<file path="src/rtl/spram_stream_fifo.sv">
// Streaming FIFO controller in front of a single-port SPRAM (active-low
// CEN/WEN, 1-cycle registered read). Input words are written to the SPRAM.
// Words are read back into a 2-entry output buffer that hides the read
// latency. The one memory port is shared: refilling an empty output path
// wins over a write, a write wins over a top-up read, and a top-up read
// happens otherwise.
module spram_stream_fifo #(
    parameter int DATA_WIDTH = 32,
    parameter int DEPTH      = 1024,
    parameter int ADDR_WIDTH = $clog2(DEPTH)
) (
    input  logic                    CLK,
    input  logic                    RST,
    input  logic                    IN_VALID,
    output logic                    IN_READY,
    input  logic [DATA_WIDTH-1:0]   IN_DATA,
    output logic                    OUT_VALID,
    input  logic                    OUT_READY,
    output logic [DATA_WIDTH-1:0]   OUT_DATA,
    output logic [ADDR_WIDTH+1:0]   LEVEL,
    output logic                    MEM_CEN,
    output logic                    MEM_WEN,
    output logic [ADDR_WIDTH-1:0]   MEM_A,
    output logic [DATA_WIDTH-1:0]   MEM_D,
    input  logic [DATA_WIDTH-1:0]   MEM_Q
);

    localparam logic [ADDR_WIDTH:0]   FULL_CNT  = (ADDR_WIDTH+1)'(DEPTH);
    localparam logic [ADDR_WIDTH-1:0] LAST_ADDR = ADDR_WIDTH'(DEPTH - 1);

    logic [ADDR_WIDTH-1:0] wr_ptr, rd_ptr;
    logic [ADDR_WIDTH:0]   mem_count;
    logic                  rd_pend;
    logic [DATA_WIDTH-1:0] ob0, ob1;
    logic [1:0]            ob_cnt;
    logic [ADDR_WIDTH-1:0] mem_a_q;
    logic [DATA_WIDTH-1:0] mem_d_q;

    logic [1:0] out_occ;
    logic       rd_req, full, rd_urgent;
    logic       do_rd, do_wr;
    logic       push, pop;

    // Port arbitration from registered state; at most one SPRAM op per cycle.
    always_comb begin
        out_occ   = ob_cnt + {1'b0, rd_pend};
        rd_req    = (mem_count != '0) && (out_occ < 2'd2);
        full      = (mem_count == FULL_CNT);
        rd_urgent = rd_req && (out_occ == 2'd0);
        IN_READY  = !RST && !full && !rd_urgent;
        do_wr     = IN_READY && IN_VALID;
        do_rd     = !RST && rd_req && !do_wr;
        MEM_CEN   = !(do_rd || do_wr);
        MEM_WEN   = !do_wr;
        MEM_A     = do_rd ? rd_ptr : (do_wr ? wr_ptr : mem_a_q);
        MEM_D     = do_wr ? IN_DATA : mem_d_q;
        push      = rd_pend;
        pop       = (ob_cnt != 2'd0) && OUT_READY;
        OUT_VALID = (ob_cnt != 2'd0);
        OUT_DATA  = ob0;
        LEVEL     = (ADDR_WIDTH+2)'(mem_count) + (ADDR_WIDTH+2)'(out_occ);
    end

    // Memory-side state: pointers, resident count, held address/data bus.
    always_ff @(posedge CLK or posedge RST) begin
        if (RST) begin
            wr_ptr    <= '0;
            rd_ptr    <= '0;
            mem_count <= '0;
            rd_pend   <= 1'b0;
            mem_a_q   <= '0;
            mem_d_q   <= '0;
        end else begin
            rd_pend <= do_rd;
            if (do_wr) begin
                wr_ptr    <= (wr_ptr == LAST_ADDR) ? '0 : wr_ptr + 1'b1;
                mem_count <= mem_count + 1'b1;
                mem_a_q   <= wr_ptr;
                mem_d_q   <= IN_DATA;
            end else if (do_rd) begin
                rd_ptr    <= (rd_ptr == LAST_ADDR) ? '0 : rd_ptr + 1'b1;
                mem_count <= mem_count - 1'b1;
                mem_a_q   <= rd_ptr;
            end
        end
    end

    // Output buffer: push read data one cycle after the read, pop on handshake.
    // Push into a full buffer cannot occur because reads stop at out_occ==2.
    always_ff @(posedge CLK or posedge RST) begin
        if (RST) begin
            ob0    <= '0;
            ob1    <= '0;
            ob_cnt <= 2'd0;
        end else begin
            case ({push, pop})
                2'b10: begin
                    if (ob_cnt == 2'd0) ob0 <= MEM_Q;
                    else                ob1 <= MEM_Q;
                    ob_cnt <= ob_cnt + 2'd1;
                end
                2'b01: begin
                    ob0    <= ob1;
                    ob_cnt <= ob_cnt - 2'd1;
                end
                2'b11: begin
                    if (ob_cnt == 2'd1) begin
                        ob0 <= MEM_Q;
                    end else begin
                        ob0 <= ob1;
                        ob1 <= MEM_Q;
                    end
                end
                default: ;
            endcase
        end
    end

endmodule

</file>
<file path="config.mk">
export PLATFORM = sky130hd
export DESIGN_NAME = spram_stream_fifo
export DESIGN_NICKNAME = d
export VERILOG_FILES = /design/src/rtl/spram_stream_fifo.sv
export SDC_FILE = /design/constraint.sdc
export NUM_CORES = 1
export LEC_CHECK = 0
export ABC_AREA = 1
export ABC_CLOCK_PERIOD_IN_PS = 6200
export BUFFER_PORTS_ARGS = -buffer_cell sky130_fd_sc_hd__buf_4
export CAP_MARGIN = 20
export CORE_ASPECT_RATIO = 1.5
export CORE_MARGIN = 2
export CORE_UTILIZATION = 50
export CTS_CLUSTER_DIAMETER = 200
export DETAILED_ROUTE_END_ITERATION = 16
export PLACE_DENSITY = 0.81
export SLEW_MARGIN = 20
export SYNTH_ARGS = -nofsm -noshare
export SYNTH_HDL_FRONTEND = slang
export SYNTH_SLANG_ARGS = --single-unit
</file>
<file path="constraint.sdc">
create_clock -name CLK -period 6.2 [get_ports CLK]
set_input_delay 0.31 -clock CLK [delete_from_list [all_inputs] [get_ports CLK]]
set_output_delay 0.31 -clock CLK [all_outputs]
set_load 0.005 [all_outputs]
</file>
* Yosys cells after proc, flatten, opt, wreduce, memory -nomap -nowiden
Index checks and enable logic that the tools add are counted.
** Storage, ports and cells
- Bits in latches :: 0
- Bits of input ports :: 68
- Word-level logic and storage cells :: 70
- Memories :: 0
- Output and inout bits :: 90
- Bits in writable memories :: 0
- Bits in registers :: 140
- Bits in read-only memories :: 0
** Cells by class
- Divide/modulo/power cells :: 0
- Multiply operators :: 0
- Shift operators :: 0
- $add $sub $neg :: 8
- Equal/unequal tests :: 10
- Bitwise logic cells :: 1
- Reduce and logical (&&, ||, !) cells :: 25
- Mux-type cells :: 16
- $lt $le $gt $ge :: 1
** Operators with widths (number)
- two-way mux 32 bit :: 5
- one-hot mux 32 bit (3 select lines) :: 1
- one-hot mux 32 bit (2 select lines) :: 1
- two-way mux 10 bit :: 6
- two-way mux 11 bit :: 2
- adder 10 x 1 -> 10 bit, second input constant :: 2
- equality test 10 bit, second input constant :: 2
- adder 11 x 2 -> 12 bit :: 1
- adder 11 x 1 -> 11 bit, second input constant :: 1
- equality test 11 bit, second input constant :: 1
- nonzero test 11 bit :: 1
- subtractor 11 x 1 -> 11 bit, second input constant :: 1
- logical AND 1 bit :: 8
- nonzero test 2 bit :: 4
- != test 2 bit, second input constant :: 3
- logical NOT 1 bit :: 5
- equality test 2 x 1 -> 1 bit, second input constant :: 2
- equality test 2 bit, second input constant :: 2
- logical NOT 2 bit :: 2
- one-hot mux 2 bit (2 select lines) :: 1
- AND reduction 2 bit :: 2
- AND reduction 3 bit :: 1
- nonzero test 3 bit :: 1
- adder 2 x 1 -> 2 bit :: 1
- other kinds (5) :: 5

* Logic depth before layout (Yosys ltp)
Gate-level depths: netlist (run 1).
- Word-level depth :: 11
- Gate-level depth with buffers :: 17
- Mapped depth without buffers :: 16

* Worst setup path before layout (run 1)
Ideal clock, no wire load.
- Kind :: in2out
- From :: input port RST
- To :: output port MEM_A[3]
- Data required time :: 5890 ps
- Stages :: 8
- Buffers on the path :: 1
- Data arrival time :: 4491 ps
- Setup slack :: 1399 ps
- Path through :: inv_1 -> nand3_1 -> inv_2 -> nand2_4 -> inv_2 -> buf_6 -> nand2_1 -> nand3_1
** On the way
- Word-level cells in the longest chain between the ends :: 7
- Elaborated cells on any way between the ends :: 9
- Those cells by class :: mux (2); reduce/logical (7)
** Ends and longest elaborated chain
- start: declaration :: RTL line 13 : input logic RST,
- logical NOT 1 bit (no source line) (*)
- logical AND 1 bit (2 in a row) :: RTL line 50 : IN_READY = !RST && !full && !rd_urgent;
- logical AND 1 bit :: RTL line 51 : do_wr = IN_READY && IN_VALID;
- logical NOT 1 bit :: RTL line 52 : do_rd = !RST && rd_req && !do_wr;
- logical AND 1 bit :: RTL line 52
- two-way mux 10 bit (*) :: RTL line 55 : MEM_A = do_rd ? rd_ptr : (do_wr ? wr_ptr : mem_a_q);
- end: declaration :: RTL line 23 : output logic [ADDR_WIDTH-1:0] MEM_A,
Mark *: on every way between the ends. The rest lies on a longest branch, timed or not.

* Worst setup path in the final report (run 1)
- From :: register mem_count[0]
- To :: output port MEM_A[7]
** On the way
- Word-level cells in the longest chain between the ends :: 9
- Elaborated cells on any way between the ends :: 14
- Those cells by class :: eq/ne (1); mux (2); reduce/logical (11)
** Ends and longest elaborated chain
- start: declaration :: RTL line 32 : logic [ADDR_WIDTH:0] mem_count;
- start signal: assignment :: RTL line 77 : mem_count <= mem_count + 1'b1;
- start signal: assignment :: RTL line 82 : mem_count <= mem_count - 1'b1;
- nonzero test 11 bit :: RTL line 47 : rd_req = (mem_count != '0) && (out_occ < 2'd2);
- logical AND 1 bit :: RTL line 47
- logical AND 1 bit :: RTL line 49 : rd_urgent = rd_req && (out_occ == 2'd0);
- logical NOT 1 bit :: RTL line 50
- logical AND 1 bit :: RTL line 50
- logical AND 1 bit :: RTL line 51
- logical NOT 1 bit :: RTL line 52
- logical AND 1 bit :: RTL line 52
- two-way mux 10 bit (*) :: RTL line 55
Marked as above.

==> reports/summary.md, run 1 <==
The clock latency of the later-clocked register in the worst-skew pair is 0.42 ns. The share of the Yosys chip area taken by registers is 50.40%. The area added between synthesis and finish is 28.19%. Setup violations remaining at the end of the flow were counted as 0. The worst ir drop on vdd was 0.2695 mV; the average vias per placed instance was 5.106. Origin of the worst setup path: mem_count[0]. The proportion of synthesized area in mux cells came out at 5.328%. The design internal power was 0.003132 W; the adder-cell share of the synthesized area was 3.996%.

In this run the number of H-tree levels came out at 4. Total count of max-transition violations in the final report: 0. TritonCTS built the clock tree.

The fraction of the mapped netlist area in simple logic gates works out to 19.06%. Entering global routing, the biggest net connects 73 pins. The first routing iteration left 209 violations. For this block, the via count after detailed routing is 5,754. Registers are responsible for 31.3% of the overall power. The count of non-filler cells in the finished layout is 1,127, and the detail-routed net length per standard cell is 14.18 um. The number of buffers and inverters on the critical path is 2. Most repeated library cell on the critical path: sky130_fd_sc_hd__nand2_1. The critical path runs through a total of 10 cells. The run gives 0 as the final routed DRC violation total. The run finished with clean final reports. The congestion estimate from routability-driven global placement came to 0.9541. Clock skew on the completed layout was measured at 0.009204 ns. The post-CTS setup buffer count is 0, and the post-detailed-placement half-perimeter wirelength is 11,170 um. The total count of hold-check failures in the final report came out at 0. Summed over all failing endpoints, the final setup total negative slack is 0 ns. The synthesized netlist devotes 8.729% of its cell area to compound gates. STA classifies the critical path startpoint as a register. The run gives 3.30 ns as the data arrival time of the worst path. The setup path with the least slack is of type reg2out. The power share of the combinational group came out at 46.9%. The longest clock path from root to sink contains 2 buffers. The post-route netlist has 25.39% of its cells at a drive strength greater than 1.

On the critical path, the stage with the largest delay is an instance of sky130_fd_sc_hd__inv_2. Of all cell types, the one taking the most synthesized area is sky130_fd_sc_hd__dfrtp_1. Summed over all layers, the routed wires come to 15,980 um.

Global routing used 22.01% of the available tracks. Hold repair after CTS inserted 0 buffers. Including well taps, the total number of placed cells is 1,094. The post-synthesis sequential element count works out to 140.

The clock input transition at the sequential cells of the worst setup and hold paths is 0.06 ns. In this run the biggest area consumer among cell types represents 50.40% of the synthesized area. The launch instance of the worst register-to-register path is mem_count[0].

The run gives 0 as the sum of overflow across all layers after global routing. Endpoint class of the critical path: a primary output. Hold timing on the final database bottoms out at a slack of 0.008214 ns. The Yosys step of the flow raised 0 warnings. Delay of the slowest cell on the worst path: 0.89 ns.

Measured against its own limit, the worst slew margin works out to 42.05%. In this run, post-CTS repair resized a total of 0 instances. The tools report the first-pass GRT wire length as 26,300 um. In this run the power spent charging and discharging nets is 0.001950 W.

Counting every sink on the clock net gives 140. The number of distinct library cells after synthesis was 38. The share of power burned in the clock network is 21.8%. Synthesis produced a netlist with a net count of 888.

The final layout net count is 1,041, and the ratio of final minimum period to clock period is 58.25%. Timing would allow up to 276.9 MHz. The die is 148.4 um tall.

Total standard cell area after synthesis: 6952 um^2. The largest driver fanout on the critical path was 53; the number of buffers created by CTS was 17. The shortest clock period the worst path allows after layout works out to 3.612 ns. After floorplanning, the core was divided into 52 placement rows.

Of the total power, the share spent switching nets is 38.38%. By area the synthesized netlist is led by sky130_fd_sc_hd__dfrtp_1 50%, sky130_fd_sc_hd__nand2_1 13%, sky130_fd_sc_hd__inv_1 6.2%. Grouping stages by cell kind, the critical path spends the most delay in simple AND/OR/NAND/NOR gates.

The worst hold path belongs to the class in2async. Leakage power: 4.710 nW. During I/O placement, the number of pins put on the boundary was 158. Of the total synthesized cell area, the portion taken by XOR and XNOR cells is 4.014%. The tool flagged a number of max-cap violations equal to 0. In this run the remaining antenna-violating nets after routing total 0. The slew at the pin closest to its max-slew limit was 0.8693 ns; the area enclosed by the die boundary was 14,880 um^2. The cell sitting at the root of the clock tree is a sky130_fd_sc_hd__clkbuf_16. The logs give 5.89 ns for the required time reported for the critical path endpoint and 5,668 for the via count of the first global-routing pass.

By area, the combinational part of the netlist is dominated by simple AND/OR/NAND/NOR gates. Setup repair after global routing left no endpoint under its margin. The first detailed-routing pass ran for 5 iterations. In this run the power density over the cells is 570.3 nW/um^2. The number of I/O port buffers works out to 157. The critical path goes through nor2_1, nand2_1, nor2_2, nand2_1, nand3_2, nand3_4, inv_2, nand2_1, nand3_1, buf_4.

The die is 100.3 um wide. The number of cells on the worst reg-to-reg path is 14, and the synthesized area divided by synthesized cell count is 8.700 um^2. For this configuration, the core starts out at a cell density of 51.37%.

In this run the standard cell core region covers 13,530 um^2. The run gives 0 as the number of antenna cells inserted. The initial antenna violation count is 0. Synthesis produced a netlist whose cell count is 799.
-- cell families after synthesis --
kind of cell    Yosys count
fa+ha+maj                21
flops                   140
compound gates          109
xor+xnor                 31
simple gates            319
mux                      33
buf+inv                 146
-- final timing paths --
check	slack, ns	to
max	2.59	MEM_A[7]
min	0.008	mem_count[7]
max reg2reg	3.13	mem_count[7]
min reg2reg	0.48	mem_d_q[9]
max in group asynchronous	4.89	mem_count[0]
min in group CLK	0.11	mem_d_q[10]
-- power by group through the flow --
stage | Sequential [W] | Combinational [W] | Clock [W]
floorplan | 0.00155 | 0.00151 | 0
global placement | 0.00158 | 0.00232 | 0
detailed placement | 0.00160 | 0.00237 | 0
CTS | 0.00159 | 0.00239 | 0.00113
global route | 0.00164 | 0.00267 | 0.00116
finish | 0.00159 | 0.00238 | 0.00111
-- registers in the layout (all words and copies together), names as in the netlist --
| register | cells |
|---|---|
| OUT_DATA | 32 |
| mem_d_q | 32 |
| ob1 | 32 |
| mem_count | 11 |
| mem_a_q | 10 |
| rd_ptr | 10 |
| wr_ptr | 10 |
| ob_cnt | 2 |
| push | 1 |
-- synthesized netlist by cell type --
master and number:
sky130_fd_sc_hd__fa_1 2, sky130_fd_sc_hd__inv_2 4, sky130_fd_sc_hd__buf_6 4, sky130_fd_sc_hd__nand4_1 3, sky130_fd_sc_hd__clkbuf_1 12, sky130_fd_sc_hd__nor2_1 22
sky130_fd_sc_hd__xnor2_1 4, sky130_fd_sc_hd__o211ai_1 1, sky130_fd_sc_hd__a21oi_1 9, sky130_fd_sc_hd__a21boi_0 1, sky130_fd_sc_hd__xnor2_2 1, sky130_fd_sc_hd__ha_1 19
sky130_fd_sc_hd__inv_1 114, sky130_fd_sc_hd__nor4_1 1, sky130_fd_sc_hd__nor3_1 8, sky130_fd_sc_hd__dfrtp_1 140, sky130_fd_sc_hd__o22ai_1 35, sky130_fd_sc_hd__a31oi_1 1
sky130_fd_sc_hd__xor2_1 26, sky130_fd_sc_hd__a21o_1 1, sky130_fd_sc_hd__nand2_4 2, sky130_fd_sc_hd__buf_1 3, sky130_fd_sc_hd__a21oi_2 1, sky130_fd_sc_hd__nand3_4 1
sky130_fd_sc_hd__or2_2 2, sky130_fd_sc_hd__mux2_2 32, sky130_fd_sc_hd__nor3_2 1, sky130_fd_sc_hd__o21bai_1 1, sky130_fd_sc_hd__o21ai_1 8, sky130_fd_sc_hd__nor2_2 2
sky130_fd_sc_hd__nand2_2 1, sky130_fd_sc_hd__o21a_1 1, sky130_fd_sc_hd__buf_2 9, sky130_fd_sc_hd__nand2_1 232, sky130_fd_sc_hd__o21ai_0 50, sky130_fd_sc_hd__nand3_2 1
sky130_fd_sc_hd__mux2i_1 1, sky130_fd_sc_hd__nand3_1 43
-- final cells by class --
type                            count  area, um^2
Fill cell                        1116        4622
Sequential cell                   140        3503
Multi-Input combinational cell    513        2874
Timing Repair Buffer              162        1236
Inverter                          118       447.9
Clock buffer                       18       439.2
Clock inverter                     14       207.7
Tap cell                          162       202.7
-- worst register-to-register path, cell delays in order, from the launching register on --
cell,delay (ns)
sky130_fd_sc_hd__dfrtp_1,0.46
sky130_fd_sc_hd__nor2_1,0.14
sky130_fd_sc_hd__nand2_1,0.08
sky130_fd_sc_hd__nor2_2,0.12
sky130_fd_sc_hd__nand2_1,0.10
sky130_fd_sc_hd__nand3_2,0.10
sky130_fd_sc_hd__nand3_4,0.50
sky130_fd_sc_hd__ha_1,0.61
sky130_fd_sc_hd__a21oi_1,0.22
sky130_fd_sc_hd__nand2_1,0.12
sky130_fd_sc_hd__nand3_1,0.09
sky130_fd_sc_hd__nand2_1,0.07
sky130_fd_sc_hd__xor2_1,0.14
sky130_fd_sc_hd__nand2_1,0.10
sky130_fd_sc_hd__o21ai_0,0.10
-- layout by cell type (no fill, tap or decap), types with 3 or more instances in the layout --
cell type	synthesis	routed
sky130_fd_sc_hd__nand2_1	232	232
sky130_fd_sc_hd__buf_4	0	161
sky130_fd_sc_hd__dfrtp_1	140	140
sky130_fd_sc_hd__inv_1	114	113
sky130_fd_sc_hd__o21ai_0	50	50
sky130_fd_sc_hd__nand3_1	43	43
sky130_fd_sc_hd__o22ai_1	35	35
sky130_fd_sc_hd__mux2_2	32	32
sky130_fd_sc_hd__xor2_1	26	26
sky130_fd_sc_hd__nor2_1	22	22
sky130_fd_sc_hd__ha_1	19	19
sky130_fd_sc_hd__clkbuf_16	0	17
sky130_fd_sc_hd__nor3_1	8	8
sky130_fd_sc_hd__a21oi_1	9	8
sky130_fd_sc_hd__o21ai_1	8	7
sky130_fd_sc_hd__inv_6	0	5
sky130_fd_sc_hd__inv_2	4	4
sky130_fd_sc_hd__xnor2_1	4	4
sky130_fd_sc_hd__bufinv_16	0	4
sky130_fd_sc_hd__nand4_1	3	3
sky130_fd_sc_hd__clkinv_4	0	3
-- through the flow --
step	setup slack, ns	area [um^2]	util, %	total power [W]
finish	2.588	8911	65.85	0.005082
global route	2.230	8911	65.85	0.005477
CTS	2.582	8884	65.64	0.005106
detailed placement	3.028	8237	60.86	0.003974
global placement	3.097	8237	60.86	0.003899
floorplan	1.399	6952	-	0.003054
-- per-layer routing --
layer  up-vias  part of all wire, %  track usage, %
li1       2855                    -               -
met1      2709                   41           26.70
met2       162                   53           38.62
met3        28                  5.0           4.229
met4         0                  1.8           8.014
met5         -                    0               0
No activity file was read; power rests on OpenSTA's default activity.
==> inputs of run 2 (changes only) <==
- ABC_CLOCK_PERIOD_IN_PS: 6200 -> 3600
- clock period: 6.2 -> 3.6 ns (I/O delays scaled with it)
==> reports/summary.md, run 2 (synthesized netlist as in run 1, its figures left out) <==
The run gives 8258 um^2 (+0.26%) as the cell area after placement. For the worst slew margin relative to its limit, the log shows 39.07% (-3.0 points). Leaving out fill and tap cells, the most frequent cell in the layout is sky130_fd_sc_hd__nand2_1. The run gives 0 (unchanged) as the total setup violations reported at the end of the flow.

The logs give 22.47% (+0.46 points) for the overall fraction of global-route tracks in use and 17 (unchanged) for the number of buffers created by CTS. The H-tree level count is 4 (unchanged). The flow ran to the end, and the final reports show no timing, DRC or antenna violations.

Count of non-filler cells in the finished layout: 1,162 (+3.1%). The violation count after the first detailed-routing iteration is 187 (-11%). Clock tree buffer depth: 2 (unchanged).

For the maximum number of pins on one net before global-route repair, the log shows 75 (+2.7%). Number of search-and-repair iterations in the first detailed-routing pass: 4 (-1). The clock latency of the later-clocked register in the worst-skew pair is 0.41 ns (about the same).

Static timing analysis puts the maximum clock frequency at 313.8 MHz. The logs give 0 (unchanged) for the final routed DRC violation total and 0.95 ns (-2.18 ns) for the flop-to-flop setup slack. The sum of overflow across all layers after global routing is 0 (unchanged). Leaving out fill and tap cells, the most frequent cells in the layout are 232 x sky130_fd_sc_hd__nand2_1, 165 x sky130_fd_sc_hd__buf_4, 140 x sky130_fd_sc_hd__dfrtp_1, 113 x sky130_fd_sc_hd__inv_1, 50 x sky130_fd_sc_hd__o21ai_0.

Total routed wirelength: 16,340 um (+2.2%). Worst ir drop on vdd: 0.4476 mV (+66%). The clock input transition at the sequential cells of the worst setup and hold paths is 0.06 ns (about the same), and the fill cell instance count of the final layout is 1,081 (-3.1%). The first-pass GRT wire length was 27,120 um (+3.1%). Slew at the pin closest to its max-slew limit: 0.9139 ns (+0.04467 ns). The final sum of negative setup slack was 0 ns (unchanged). The class of the worst hold path was in2reg. Setup repair after global routing left no endpoint under its margin. The power per unit of standard cell area was 926.8 nW/um^2 (+63%); the shortest clock period the worst path allows after layout was 3.186 ns.

Weighted congestion reported at the end of routability-driven placement: 0.9351 (-2.0%). The run gives 0 (unchanged) as the number of cells upsized or downsized after cts. The count of boundary I/O pins was 158 (unchanged). The vertical die dimension works out to 148.4 um (unchanged). The number of I/O port buffers is 157 (unchanged). The area enclosed by the die boundary was 14,880 um^2 (unchanged); the detail-routed net length per standard cell was 14.06 um (-0.85%). For the total core area, the log shows 13,530 um^2 (unchanged).

The data arrival time of the worst path is 3.01 ns (-0.29 ns). The final critical path takes up 88.51% of the cycle. The area growth from synthesis to layout is 31.34%. The logs give 3.42 ns (-2.47 ns) for the required time reported for the critical path endpoint and 51.37% (unchanged) for the starting density of the core.

The die extent in x is 100.3 um (unchanged). The tools report the area used by sequential logic in the layout as 3503 um^2 (unchanged). The run gives 4.793 nW (+1.8%) as the leakage power.

The largest driver fanout on the critical path is 4 (-92%). The via count of the routed design was 5,989 (+4.1%). TritonCTS built the clock tree.

The area of the multi-input gates was 2867 um^2 (-0.26%); the CTS sink count was 140 (unchanged). The tools report the total count of max-transition violations in the final report as 0 (unchanged). The worst clock skew is 0.01002 ns (+0.0008125 ns), and the max-cap violation count is 0 (unchanged). The post-detailed-placement half-perimeter wirelength came out at 11,010 um (-1.4%). The tools report the clock tree root driver cell as sky130_fd_sc_hd__clkbuf_16. Fraction of layout instances using a drive strength above 1: 24.80% (-0.59 points). The total count of hold-check failures in the final report came out at 0 (unchanged).

STA classifies the critical path startpoint as a register. The logs give 52 (unchanged) for the number of standard-cell rows in the floorplan and 6,013 (+6.1%) for the via count of the first global-routing pass. The worst setup path is captured at a primary output.

The number of nets with antenna violations after detailed routing was 0 (unchanged); the average vias per placed instance was 5.154 (+0.95%). The tools report the final layout net count as 1,076 (+3.4%). The critical path in this run is classified as reg2out.

The final standard cell area without fillers came out at 9130 um^2 (+2.5%). The run gives 0 (unchanged) as the initial antenna violation count. The number of antenna cells inserted was 0 (unchanged); the cell total after placement was 1,098 (+0.37%).
## run 2: final timing paths
kind	from	to	cells past startpoint
max	ob_cnt[0]	LEVEL[10]	10
min	MEM_Q[16]	ob1[16]	3
max reg2reg	mem_count[7]	mem_count[10]	16
min reg2reg	mem_a_q[2]	mem_a_q[2]	2
max in group asynchronous	RST	mem_d_q[18]	4
min in group asynchronous	RST	ob1[20]	3
## run 2: area by class of cell
type	instances	share of cell area (%)
Inverter	118	4.892
Clock inverter	15	1.384
Sequential cell	140	38.37
Tap cell	162	2.220
Clock buffer	17	4.659
Timing Repair Buffer	197	17.08
Multi-Input combinational cell	513	31.40
## run 2: power breakdown
part	leakage [nW]	internal, W	switching, W
clock network	0.258	0.000902	0.000726
logic	2.78	0.00190	0.00219
registers	1.76	0.00230	0.000442
## run 2: metal layers
metal | vias up | part of all wire (%) | track usage [%]
met3 | 30 | 5.0 | 4.793
li1 | 2924 | - | -
met5 | - | 0 | 0
met1 | 2851 | 40 | 26.78
met4 | 0 | 1.9 | 7.397
met2 | 184 | 53 | 40.00
## run 2: through the flow
stage / utilization [%] / total power, W / setup slack, ns / hold slack (ns)
floorplan: - / 0.005260 / 0.09985 / 0.3307
global placement: 61.02 / 0.006660 / 0.9200 / 0.3986
detailed placement: 61.02 / 0.006814 / 0.8232 / 0.4011
CTS: 67.46 / 0.008512 / 0.3845 / 0.04460
global route: 67.46 / 0.009163 / 0.1963 / 0.05578
finish: 67.46 / 0.008462 / 0.4137 / 0.05761
## run 2: critical path, cell delays in order, from the launching register on
cell	delay [ns]
sky130_fd_sc_hd__dfrtp_1	0.42
sky130_fd_sc_hd__ha_1	0.32
sky130_fd_sc_hd__ha_1	0.18
sky130_fd_sc_hd__inv_1	0.06
sky130_fd_sc_hd__fa_1	0.41
sky130_fd_sc_hd__nor3_1	0.32
sky130_fd_sc_hd__nand3_1	0.21
sky130_fd_sc_hd__nor3_1	0.26
sky130_fd_sc_hd__nand3_1	0.13
sky130_fd_sc_hd__xor2_1	0.16
sky130_fd_sc_hd__buf_4	0.14
## run 2: timing repair
action | 4_1_cts | 5_1_grt
buffers inserted | 0 | 0
hold buffers | 32 | 0
endpoints found under the hold margin | 32 | 0
==> inputs of run 3 (changes only) <==
- PLACE_DENSITY: 0.81 -> 0.85
==> reports/summary.md, run 3 (synthesized netlist as in run 1, its figures left out) <==
The ratio of final minimum period to clock period was 88.91% (+0.40 points); the number of cells upsized or downsized after cts was 0 (unchanged). The total core area is 13,530 um^2 (unchanged), and the number of standard-cell rows in the floorplan is 52 (unchanged). The run gives 1,044 (-3.4%) as the fill cell instance count of the final layout.

The tools report the total setup violations reported at the end of the flow as 0 (unchanged). The logs give 0 (unchanged) for the post-CTS setup buffer count and 0.008346 ns (-0.001670 ns) for the worst clock skew. The data arrival time of the worst path was 3.02 ns (about the same). The tools report the H-tree level count as 4 (unchanged). Starting density of the core: 51.37% (unchanged). The slew at the pin closest to its max-slew limit works out to 0.9022 ns (-0.01177 ns).

The signal on the critical path passes through ha_1, ha_1, inv_1, fa_1, nor3_1, nand3_1, nor3_1, nand3_1, xor2_1, buf_4. For the power share of the combinational group, the log shows 46.8% (-1.6 points). The final routed DRC violation total was 0 (unchanged). The power per unit of standard cell area was 951.1 nW/um^2 (+2.6%). The detail-routed net length per standard cell was 14.48 um (+3.0%).

The run gives 312.4 MHz (-0.45%) as the fmax. In the layout the commonest cells are 232 x sky130_fd_sc_hd__nand2_1, 164 x sky130_fd_sc_hd__buf_4, 140 x sky130_fd_sc_hd__dfrtp_1, 113 x sky130_fd_sc_hd__inv_1, 50 x sky130_fd_sc_hd__o21ai_0. The total power consumption of the routed design came out at 0.008762 W (+3.6%). For the via count of the routed design, the log shows 6,028 (+0.65%). The logs give 0 (unchanged) for the max-cap violation count and 21.9% (+2.7 points) for the share of power burned in the clock network.

The violation count after the first detailed-routing iteration was 227 (+21%). The tools report the clock latency of the later-clocked register in the worst-skew pair as 0.41 ns (about the same). The run finished with clean final reports. In this run the worst setup path begins at ob_cnt[0]. The tools report the total count of max-transition violations in the final report as 0 (unchanged). The die extent in x was 100.3 um (unchanged); the fraction of layout instances using a drive strength above 1 was 24.72% (-0.075 points).

In this run the worst hold path is classified as in2reg. The area enclosed by the die boundary was 14,880 um^2 (unchanged); the shortest clock period the worst path allows after layout was 3.201 ns (+0.01443 ns). The leakage power was 4.843 nW (+1.1%).

The vertical die dimension is 148.4 um (unchanged). The flop-to-flop setup slack is 0.86 ns (-0.09 ns), and the delay of the slowest cell on the worst path is 0.42 ns (about the same). The worst slew margin relative to its limit is 39.86% (+0.78 points).

The number of nets with antenna violations after detailed routing is 0 (unchanged), and the weighted congestion reported at the end of routability-driven placement is 0.9002 (-3.7%). The tree is rooted in a sky130_fd_sc_hd__clkbuf_16. The tools report the CTS sink count as 140 (unchanged). TritonCTS built the clock tree. The startpoint identified for the worst hold timing path is IN_DATA[20]. For the final sum of negative setup slack, the log shows 0 ns (unchanged). For the number of antenna cells inserted, the log shows 0 (unchanged). The design internal power is 0.005391 W (+5.7%). The tools report the number of search-and-repair iterations in the first detailed-routing pass as 5 (+1).

Largest driver fanout on the critical path: 4 (unchanged). The logs give 0 (unchanged) for the initial antenna violation count and 6,181 (+2.8%) for the via count of the first global-routing pass. Setup repair after global routing left no endpoint under its margin. Number of I/O port buffers: 157 (unchanged). The part of the total power dissipated in sequential elements was 31.3% (-1.1 points). The sum of overflow across all layers after global routing was 0 (unchanged); the required time reported for the critical path endpoint was 3.42 ns (about the same). The switching power as a share of total power came out at 38.47% (-1.2 points). The run gives 27,980 um (+3.2%) as the first-pass GRT wire length.

The tools report the final layout net count as 1,075 (-0.093%). The clock input transition at the sequential cells of the worst setup and hold paths is 0.06 ns (about the same), and the count of hold-fix buffers inserted at cts is 32 (unchanged). Total count of hold-check failures in the final report: 0 (unchanged). The run gives 2 (unchanged) as the clock tree buffer depth. Critical-path cell with the highest stage delay: sky130_fd_sc_hd__dfrtp_1. The number of buffers created by CTS was 17 (unchanged).

The tools report the launch instance of the worst register-to-register path as mem_count[0]. The run gives 16,820 um (+3.0%) as the total routed wirelength. The post-detailed-placement half-perimeter wirelength was 11,210 um (+1.9%). Leaving out fill and tap cells, the most frequent cell in the layout is sky130_fd_sc_hd__nand2_1. The run gives 0.003371 W (+0.31%) as the switching power total.

The logs give 158 (unchanged) for the count of boundary I/O pins and 23.24% (+0.77 points) for the overall fraction of global-route tracks in use. The average vias per placed instance is 5.192 (+0.74%). The setup path with the least slack is of type reg2out.

Relative to the synthesized area, the layout overhead comes to 32.52%. The type of origin of the critical path was a register. The worst setup path is captured at a primary output.

The maximum number of pins on one net before global-route repair was 73 (-2.7%); the worst ir drop on vdd was 0.5809 mV (+30%).
-- run 3: changes by cell type in the layout (fill, tap and decap cells not counted) --
| cell | delta |
|---|---|
| sky130_fd_sc_hd__clkbuf_8 | +1 |
| sky130_fd_sc_hd__clkinvlp_4 | -4 |
| sky130_fd_sc_hd__buf_4 | -1 |
| sky130_fd_sc_hd__bufinv_16 | +4 |
| sky130_fd_sc_hd__inv_6 | +1 |
| sky130_fd_sc_hd__inv_8 | -2 |
-- run 3: worst paths after layout --
kind | end | depth (start not counted)
hold / removal | mem_d_q[20] | 3
setup / recovery | LEVEL[10] | 10
hold reg to reg | mem_d_q[13] | 2
setup reg to reg | mem_count[10] | 16
min in group asynchronous | mem_count[2] | 3
max in group asynchronous | mem_d_q[13] | 4
-- run 3: worst max-delay path: cells and delay by family, from the launching register on --
family	cells	cell delay, ns
and+or+nand+nor	4	0.95
adders and majority gates	3	0.89
DFF	1	0.42
buffers and inverters	2	0.19
xor gates and xnor gates	1	0.16
-- run 3: power groups by stage --
stage                     clock network [W]  registers [W]  logic (W)
final                               0.00192        0.00274    0.00410
after global routing                0.00201        0.00282    0.00462
after CTS                           0.00194        0.00274    0.00412
after detailed placement                  0        0.00276    0.00406
after global placement                    0        0.00271    0.00395
after floorplan                           0        0.00266    0.00260
-- run 3: layer usage --
metal	vias up	part of all wire (%)	wire (um)	GRT usage, %
li1	2921	-	-	-
met1	2891	40	6735	27.26
met2	180	53	8945	41.44
met3	36	4.3	718	4.652
met4	0	2.5	417	8.904
met5	-	0	0	0
-- run 3: area by class of cell --
cell class / instances / area (um^2) / area share (%)
Inverter: 118 / 446.7 / 4.849
Clock inverter: 14 / 202.7 / 2.200
Sequential cell: 140 / 3503 / 38.03
Tap cell: 162 / 202.7 / 2.200
Multi-Input combinational cell: 513 / 2867 / 31.12
Timing Repair Buffer: 196 / 1551 / 16.84
Clock buffer: 18 / 439.2 / 4.767
-- run 3: metrics by stage --
stage	hold WS [ns]	setup slack, ns	instances	utilization, %	cell area, um^2
floorplan	0.3307	0.09985	799	-	6955
global placement	0.2095	0.9564	1097	60.97	8250
detailed placement	0.2193	0.8617	1097	60.97	8250
CTS	0.005428	0.4112	1161	68.08	9213
global route	0.007141	0.2629	1161	68.08	9213
finish	0.01367	0.3993	1161	68.08	9213
